$ cat src/rtl/rv32i_basereg.sv
// RV32I integer register file: 32 x WIDTH registers, two combinational read ports
// with write-through bypass, one synchronous write port, x0 hardwired to zero.
module rv32i_basereg #(
  parameter int WIDTH = 32
) (
  input  logic             clk,
  input  logic             rst,
  input  logic [4:0]       i_rs1_addr,
  input  logic [4:0]       i_rs2_addr,
  input  logic [4:0]       i_rd_addr,
  input  logic [WIDTH-1:0] i_rd_data,
  input  logic             i_we,
  output logic [WIDTH-1:0] o_rs1_data,
  output logic [WIDTH-1:0] o_rs2_data
);

  logic [WIDTH-1:0] regs [0:31];
  logic             wr_valid;

  assign wr_valid = i_we && (i_rd_addr != 5'd0) && !rst;

  // regs[0] is never written, so it stays at its reset value of zero
  always_ff @(posedge clk or posedge rst) begin
    if (rst) begin
      for (int i = 0; i < 32; i++) begin
        regs[i] <= '0;
      end
    end else if (wr_valid) begin
      regs[i_rd_addr] <= i_rd_data;
    end
  end

  // Reset gating also suppresses the bypass path while rst is held
  always_comb begin
    o_rs1_data = regs[i_rs1_addr];
    if (rst || i_rs1_addr == 5'd0) begin
      o_rs1_data = '0;
    end else if (wr_valid && i_rd_addr == i_rs1_addr) begin
      o_rs1_data = i_rd_data;
    end
  end

  always_comb begin
    o_rs2_data = regs[i_rs2_addr];
    if (rst || i_rs2_addr == 5'd0) begin
      o_rs2_data = '0;
    end else if (wr_valid && i_rd_addr == i_rs2_addr) begin
      o_rs2_data = i_rd_data;
    end
  end

endmodule

$ cat config.mk
export PLATFORM = sky130hd
export DESIGN_NAME = rv32i_basereg
export DESIGN_NICKNAME = d
export VERILOG_FILES = /design/src/rtl/rv32i_basereg.sv
export SDC_FILE = /design/constraint.sdc
export NUM_CORES = 2
export LEC_CHECK = 0
export ABC_AREA = 0
export CAP_MARGIN = 20
export CELL_PAD_IN_SITES_DETAIL_PLACEMENT = 1
export CELL_PAD_IN_SITES_GLOBAL_PLACEMENT = 1
export CORE_ASPECT_RATIO = 1.2
export CORE_UTILIZATION = 39
export CTS_CLUSTER_DIAMETER = 30
export DETAILED_ROUTE_END_ITERATION = 12
export PLACE_DENSITY_LB_ADDON = 0.1
export SETUP_SLACK_MARGIN = 0.5
export SLEW_MARGIN = 25
export SYNTH_ARGS = -nofsm -noshare
export SYNTH_HDL_FRONTEND = slang
export SYNTH_SLANG_ARGS = --single-unit
export TNS_END_PERCENT = 30
$ cat constraint.sdc
create_clock -name clk -period 42.6 [get_ports clk]
set_clock_uncertainty 0.1 [all_clocks]
set_input_delay 8.52 -clock clk [delete_from_list [all_inputs] [get_ports clk]]
set_output_delay 8.52 -clock clk [all_outputs]
set_load 0.005 [all_outputs]
## Yosys cells after proc, flatten, opt, wreduce, memory -nomap -nowiden

Index checks and enable logic that the tools add are counted.

| storage, ports and cells | value |
|---|---|
| flip-flop bits (word level) | 1024 |
| bits of input ports | 50 |
| output and inout bits | 64 |
| word-level logic and storage cells | 65 |

| cells by class | value |
|---|---|
| $lt $le $gt $ge | 4 |
| equal/unequal tests | 2 |
| multiplexer cells | 13 |
| bitwise operators | 3 |
| reductions and logical operators | 11 |

Operators with widths:

| operator | number |
|---|---|
| 1024-bit bitwise mux | 1 |
| 32-bit binary-select mux with 5-bit select | 2 |
| 32-bit 2-to-1 mux | 9 |
| 32-bit demux with 5-bit select | 1 |
| 6-bit >= comparator (second input constant) | 3 |
| 5-bit NOT with 6-bit output | 3 |
| 5-bit == test | 2 |
| 5-bit logical NOT | 2 |
| 6-bit by 1-bit < comparator with 1-bit output (second input constant) | 1 |
| 1-bit logical AND | 5 |
| 5-bit nonzero test | 1 |
| 1-bit logical OR | 2 |
| 1-bit logical NOT | 1 |

## Depth between registers and ports, before layout

| logic depth | value |
|---|---|
| word-level depth | 6 |
| depth in mapped cells | 9 |
| mapped depth without buffers | 5 |

## Least setup slack after synthesis

Ideal clock, no wire load.

| path | value |
|---|---|
| path type | input -> output |
| start point | in rst |
| end point | out o_rs1_data[0] |
| arrival | 34.165 ns |
| setup slack | -0.185 ns |
| cell stages on the path | 5 |
| path buffers | 1 |
| cells stage by stage | inv_1 > o311ai_1 > clkbuf_1 > a21oi_1 > a221o_1 |

| between the ends | value |
|---|---|
| longest elaborated chain between the ends | 5 |
| elaborated cells between the ends (all ways) | 6 |
| classes of those cells | mux (2); reduce/logical (4) |

RTL lines:

| what | line | text |
|---|---|---|
| from (decl) | 7 | `input logic rst,` |
| 1-bit logical NOT (no source line) | n/a |  |
| 1-bit logical AND | 20 | `assign wr_valid = i_we && (i_rd_addr != 5'd0) && !rst;` |
| 1-bit logical AND | 38 | `end else if (wr_valid && i_rd_addr == i_rs1_addr) begin` |
| 32-bit 2-to-1 mux | 38 |  |
| 32-bit 2-to-1 mux (*) | 36 | `if (rst \|\| i_rs1_addr == 5'd0) begin` |
| to (decl) | 13 | `output logic [WIDTH-1:0] o_rs1_data,` |

Mark *: on every way between the ends. The rest lies on a longest branch, timed or not.

## Worst setup path after layout

| path | value |
|---|---|
| start point | in i_rs1_addr[0] |
| end point | out o_rs1_data[0] |

| between the ends | value |
|---|---|
| longest elaborated chain between the ends | 6 |
| elaborated cells between the ends (all ways) | 10 |
| classes of those cells | eq/ne (1); mux (5); bitwise (1); reduce/logical (3) |

RTL lines:

| what | line | text |
|---|---|---|
| from (decl) | 8 | `input logic [4:0] i_rs1_addr,` |
| 5-bit NOT with 6-bit output (not written as such) | 35 | `o_rs1_data = regs[i_rs1_addr];` |
| 32-bit binary-select mux with 5-bit select | 35 |  |
| 32-bit 2-to-1 mux (not written as such) (2 in a row) | 35 |  |
| 32-bit 2-to-1 mux | 38 |  |
| 32-bit 2-to-1 mux (*) | 36 |  |

Mark *: on every way between the ends. The rest lies on a longest branch, timed or not. The select of a mux whose other input is x is not followed.

==> results <==
- The number of antenna violations at the first check in global routing was 12.
- In the final layout, the registers with the most flip-flops are regs x1024.
- Static timing analysis puts the maximum clock frequency at approximately 45 MHz.
- The library cells used most frequently in the layout, excluding fill and tap cells, are sky130_fd_sc_hd__dfrtp_1 (1024), sky130_fd_sc_hd__mux2_2 (991), sky130_fd_sc_hd__mux4_2 (384), sky130_fd_sc_hd__mux2i_1 (320), sky130_fd_sc_hd__clkbuf_16 (293).
- Detailed routing inserted a total of about 38000 vias.
- The width of the die is 346 microns.
- For this block, the routed nets add up to 208000 microns of wire.
- Of the total power, registers draw 0.320.
- The synthesized net count is around 3900.
- The worst-case register-to-register setup slack is between 40 and 50 ns.
- The share of synthesized flip-flops with an asynchronous set or reset is 1.00.
- The critical path class is in -> out.
- The internal power summed over all cells is around 2.8 mW.
- Together, buffers and inverters on the worst path number 6.
- The synthesized-area fraction occupied by ao, oa, aoi and oai cells is 0.0713.
- For this design the top-level I/O count stands at ~110.
- For this run, the register share of the synthesized area comes to 0.463.
- The global-route wire length before repair is 306000 microns.
- Counting stages on the worst path, the most repeated cell is sky130_fd_sc_hd__buf_4.
- The layout overhead on the synthesized area is 21.7%.
- Counting flops with a built-in enable in the synthesized netlist gives 0.
- The tool flagged a number of max-cap violations equal to 0.
- Across all setup checks in the final design, the least slack found is 20.13 ns.
- The remaining routing DRC violations is 0.
- The quantity of gates resized following cts is 0.
- The number of global-route vias before repair is approximately 43000.
- Power spread over the standard cell area amounts to 55.6 nW/um^2.
- The starting utilization of the core area is 0.392.
- Of the cells placed in the final design, the portion with a size suffix greater than 1 is 0.486.
- In this run the standard cell core region covers 141000 sq um.
- Buffers placed on the I/O ports in this run total roughly 110.
- The flow ran to the end, and the final reports show no timing, DRC or antenna violations.
- The number of sinks handled by clock tree synthesis is between 1000 and 1500.
- Entering global routing, the biggest net connects 100 pins.
- The worst register-to-register path begins at regs[409].
- The critical hold path startpoint is regs[1001].
- The startpoint class of the critical path is an input port.
- In the final design database the tool counted ~3900 nets.
- The path type of the worst min-delay path is reg -> reg.
- Among all stages on the critical path, the largest delay is contributed by sky130_fd_sc_hd__buf_4.
- The number of setup buffers added after CTS is 0.
- The required arrival time at the worst endpoint is approximately 34 ns.
- The pre-antenna-repair detailed-routing pass consisted of 5 iterations.
- Among cell families on the critical path, the largest total delay comes from buffers and inverters.
- The share of synthesized area spent on multiplexers is 0.416.
- After clock tree synthesis, the clock-pin slew on the worst setup and hold paths is 0.04 ns.
- The mean instance size in the synthesized netlist is 14.5 sq um.
- After synthesis the netlist holds a flip-flop and latch count of ~1000.
- The last weighted congestion value of the routability-driven placer is about 0.78.
- The area enclosed by the die boundary is 143000 sq um.
- The final-layout setup total negative slack is 0 ns.
- Leaving out fill and tap cells, the most frequent cell in the layout is sky130_fd_sc_hd__dfrtp_1.
- The minimum clock period is about 22 ns.
- In this run, CTS created clock tree buffers numbering around 280.
- The fraction of the cycle the final worst path needs is 0.527.
- STA puts the critical path data arrival time at 13.85 ns.
- Across the VDD grid, the largest voltage drop is 43.4 uV.
- The startpoint of the worst setup timing path is i_rs1_addr[0].
- The switching part of the total is 0.244.
- In this run the tightest slew margin relative to its limit is 0.244.
- The total track usage is 0.293.
- The H-tree was split into 5 levels.
- The top register by number of flip-flops is regs.
- Clock latency on the worst-skew pair, taken at its later pin, is ~0.84 ns.
- Setup violations remaining at the end of the flow were counted as 0.
- The post-synthesis cell count is around 3800.
- Summing all non-filler instances in the final layout gives an area of just under 70000 sq um.
- The worst slack at placement is about 20 ns.
- The number of warnings printed during yosys synthesis is 0.
- The clock passes through at most 4 buffers.
- The switching power summed over all nets is 0.913 mW.
- The unique cell type count in the Yosys netlist is 38.
- The fraction of the mapped netlist area in adder cells is 0.
- The per-cell routed wire length is between 30 and 40 microns.
- For this block, the initial DRC count from the detailed router was around 2700.
- The actual slew at the worst max-slew pin is about 1.1 ns.
- Buffers inserted to repair hold after CTS numbered 0.
- The count of pins over their slew limit is 0.
- After floorplanning, the core was divided into about 150 placement rows.
- The die height is between 400 and 500 microns.
- The cell at the root of the clock tree is sky130_fd_sc_hd__clkbuf_16.
- The critical path's largest stage delay is 0.72 ns.
- The worst setup path is captured at a primary output.
- The register with the most flip-flops in the layout has 1024 of them.
- The TritonCTS clock tree is done.
- The maximum fanout along the worst path is 37.
- The area after detailed placement is around 58000 sq um.
- Of the total synthesized cell area, the portion taken by XOR and XNOR cells is 0.00158.
- The number of endpoints with negative hold slack in the final report is 0.
- The most instantiated flip-flop cell in the synthesis netlist is sky130_fd_sc_hd__dfrtp_1.
- Fill cells in the final layout number between 10000 and 15000.
- The ratio of routed vias to standard cells is 6.36.
- The critical path goes through buf_8, buf_4, buf_4, buf_4, buf_4, mux4_2, nor2b_1, a211oi_1, a21oi_1, a221o_1, clkdlybuf4s50_1.
- The power share of the combinational group is 0.119.
- By area, the combinational part of the netlist is dominated by multiplexers.
- The proportion of power drawn by the clock network is 0.561.
- The post-synthesis instance area is between 50000 and 60000 sq um.
- The aggregate global routing overflow is 0.
- Once detail routing completed, the nets flagged for antenna violations numbered 0.
- The HPWL after detailed placement is 114000 microns.
- The static leakage power is 30.2 nW.
- The post-synthesis share of cell area spent on and, or, nand and nor gates is 0.0131.
- Setup repair after global routing left no endpoint under its margin.
[Yosys cell counts (3+ instances only)]
library cell / count / area (sq um)
sky130_fd_sc_hd__mux2i_1: 320 / 3200
sky130_fd_sc_hd__buf_1: 48 / 180
sky130_fd_sc_hd__nand4b_1: 3 / 26.3
sky130_fd_sc_hd__nor3_1: 5 / 25.0
sky130_fd_sc_hd__nand3_1: 4 / 20.0
sky130_fd_sc_hd__o21bai_1: 64 / 480
sky130_fd_sc_hd__nand2_1: 19 / 71.3
sky130_fd_sc_hd__dfrtp_1: 1024 / 25600
sky130_fd_sc_hd__a211o_1: 32 / 280
sky130_fd_sc_hd__buf_4: 11 / 82.6
sky130_fd_sc_hd__mux2_2: 991 / 11200
sky130_fd_sc_hd__mux4_2: 384 / 8650
sky130_fd_sc_hd__a22oi_1: 64 / 480
sky130_fd_sc_hd__clkbuf_1: 244 / 916
sky130_fd_sc_hd__buf_2: 143 / 716
sky130_fd_sc_hd__nor2_1: 17 / 63.8
sky130_fd_sc_hd__inv_1: 3 / 11.3
sky130_fd_sc_hd__a21oi_1: 96 / 480
sky130_fd_sc_hd__nor2b_1: 67 / 419
sky130_fd_sc_hd__a221o_1: 32 / 320
sky130_fd_sc_hd__a211oi_1: 96 / 721
sky130_fd_sc_hd__nand3b_1: 3 / 22.5
sky130_fd_sc_hd__nor3b_1: 3 / 22.5
sky130_fd_sc_hd__a221oi_1: 128 / 1120
sky130_fd_sc_hd__xnor2_1: 10 / 87.6
[final timing paths]
path / endpoint / depth (start not counted)
worst max-delay path: o_rs1_data[0] / 11
worst min-delay path: regs[1001] / 0
worst max register to register: regs[409] / 1
worst min register to register: regs[1001] / 0
max in group asynchronous: regs[460] / 7
min in group asynchronous: regs[93] / 3
[power groups by stage]
stage,clock network [mW],logic [mW],registers (mW)
global route,2.19,0.478,1.21
detailed placement,0,0.448,1.21
global placement,0,0.432,1.19
CTS,2.13,0.451,1.19
finish,2.10,0.447,1.20
floorplan,0,0.332,1.18
[kinds of logic after synthesis]
| logic type | Yosys count |
|---|---|
| flops | 1024 |
| simple gates | 129 |
| mux | 1696 |
| buf+inv | 449 |
| xor+xnor | 10 |
| compound gates | 518 |
[per-layer routing]
layer | vias to the layer above | share of wire | GRT usage | routed length, microns
li1 | 15100 | - | - | -
met1 | 20788 | 0.42 | 0.387 | 88100
met2 | 1332 | 0.48 | 0.473 | 100000
met3 | 435 | 0.059 | 0.0610 | 12200
met4 | 10 | 0.035 | 0.112 | 7230
met5 | - | 0.00025 | 0 | 51
[final cells by class]
cell class | instances | area (sq um) | share of cell area
repair buffers | 220 | 1950 | 0.0290
multi-input cells | 2353 | 28000 | 0.416
clock buffers | 383 | 8080 | 0.120
diodes | 5 | 12.5 | 0.000186
flip-flops and latches | 1024 | 25600 | 0.381
well taps | 1836 | 2300 | 0.0341
inverters | 3 | 15.0 | 0.000223
clock inverters | 96 | 1320 | 0.0196
[per-stage QoR]
step / total power, mW / hold WS [ns] / std cells / util
after floorplan: 1.51 / 0.341 / 3826 / -
after global placement: 1.62 / 0.277 / 5434 / 0.411
after detailed placement: 1.65 / 0.283 / 5436 / 0.411
after CTS: 3.78 / 0.292 / 5915 / 0.478
after global routing: 3.88 / 0.305 / 5915 / 0.477
final: 3.74 / 0.288 / 5920 / 0.477
(Power assumes the default switching activity.)
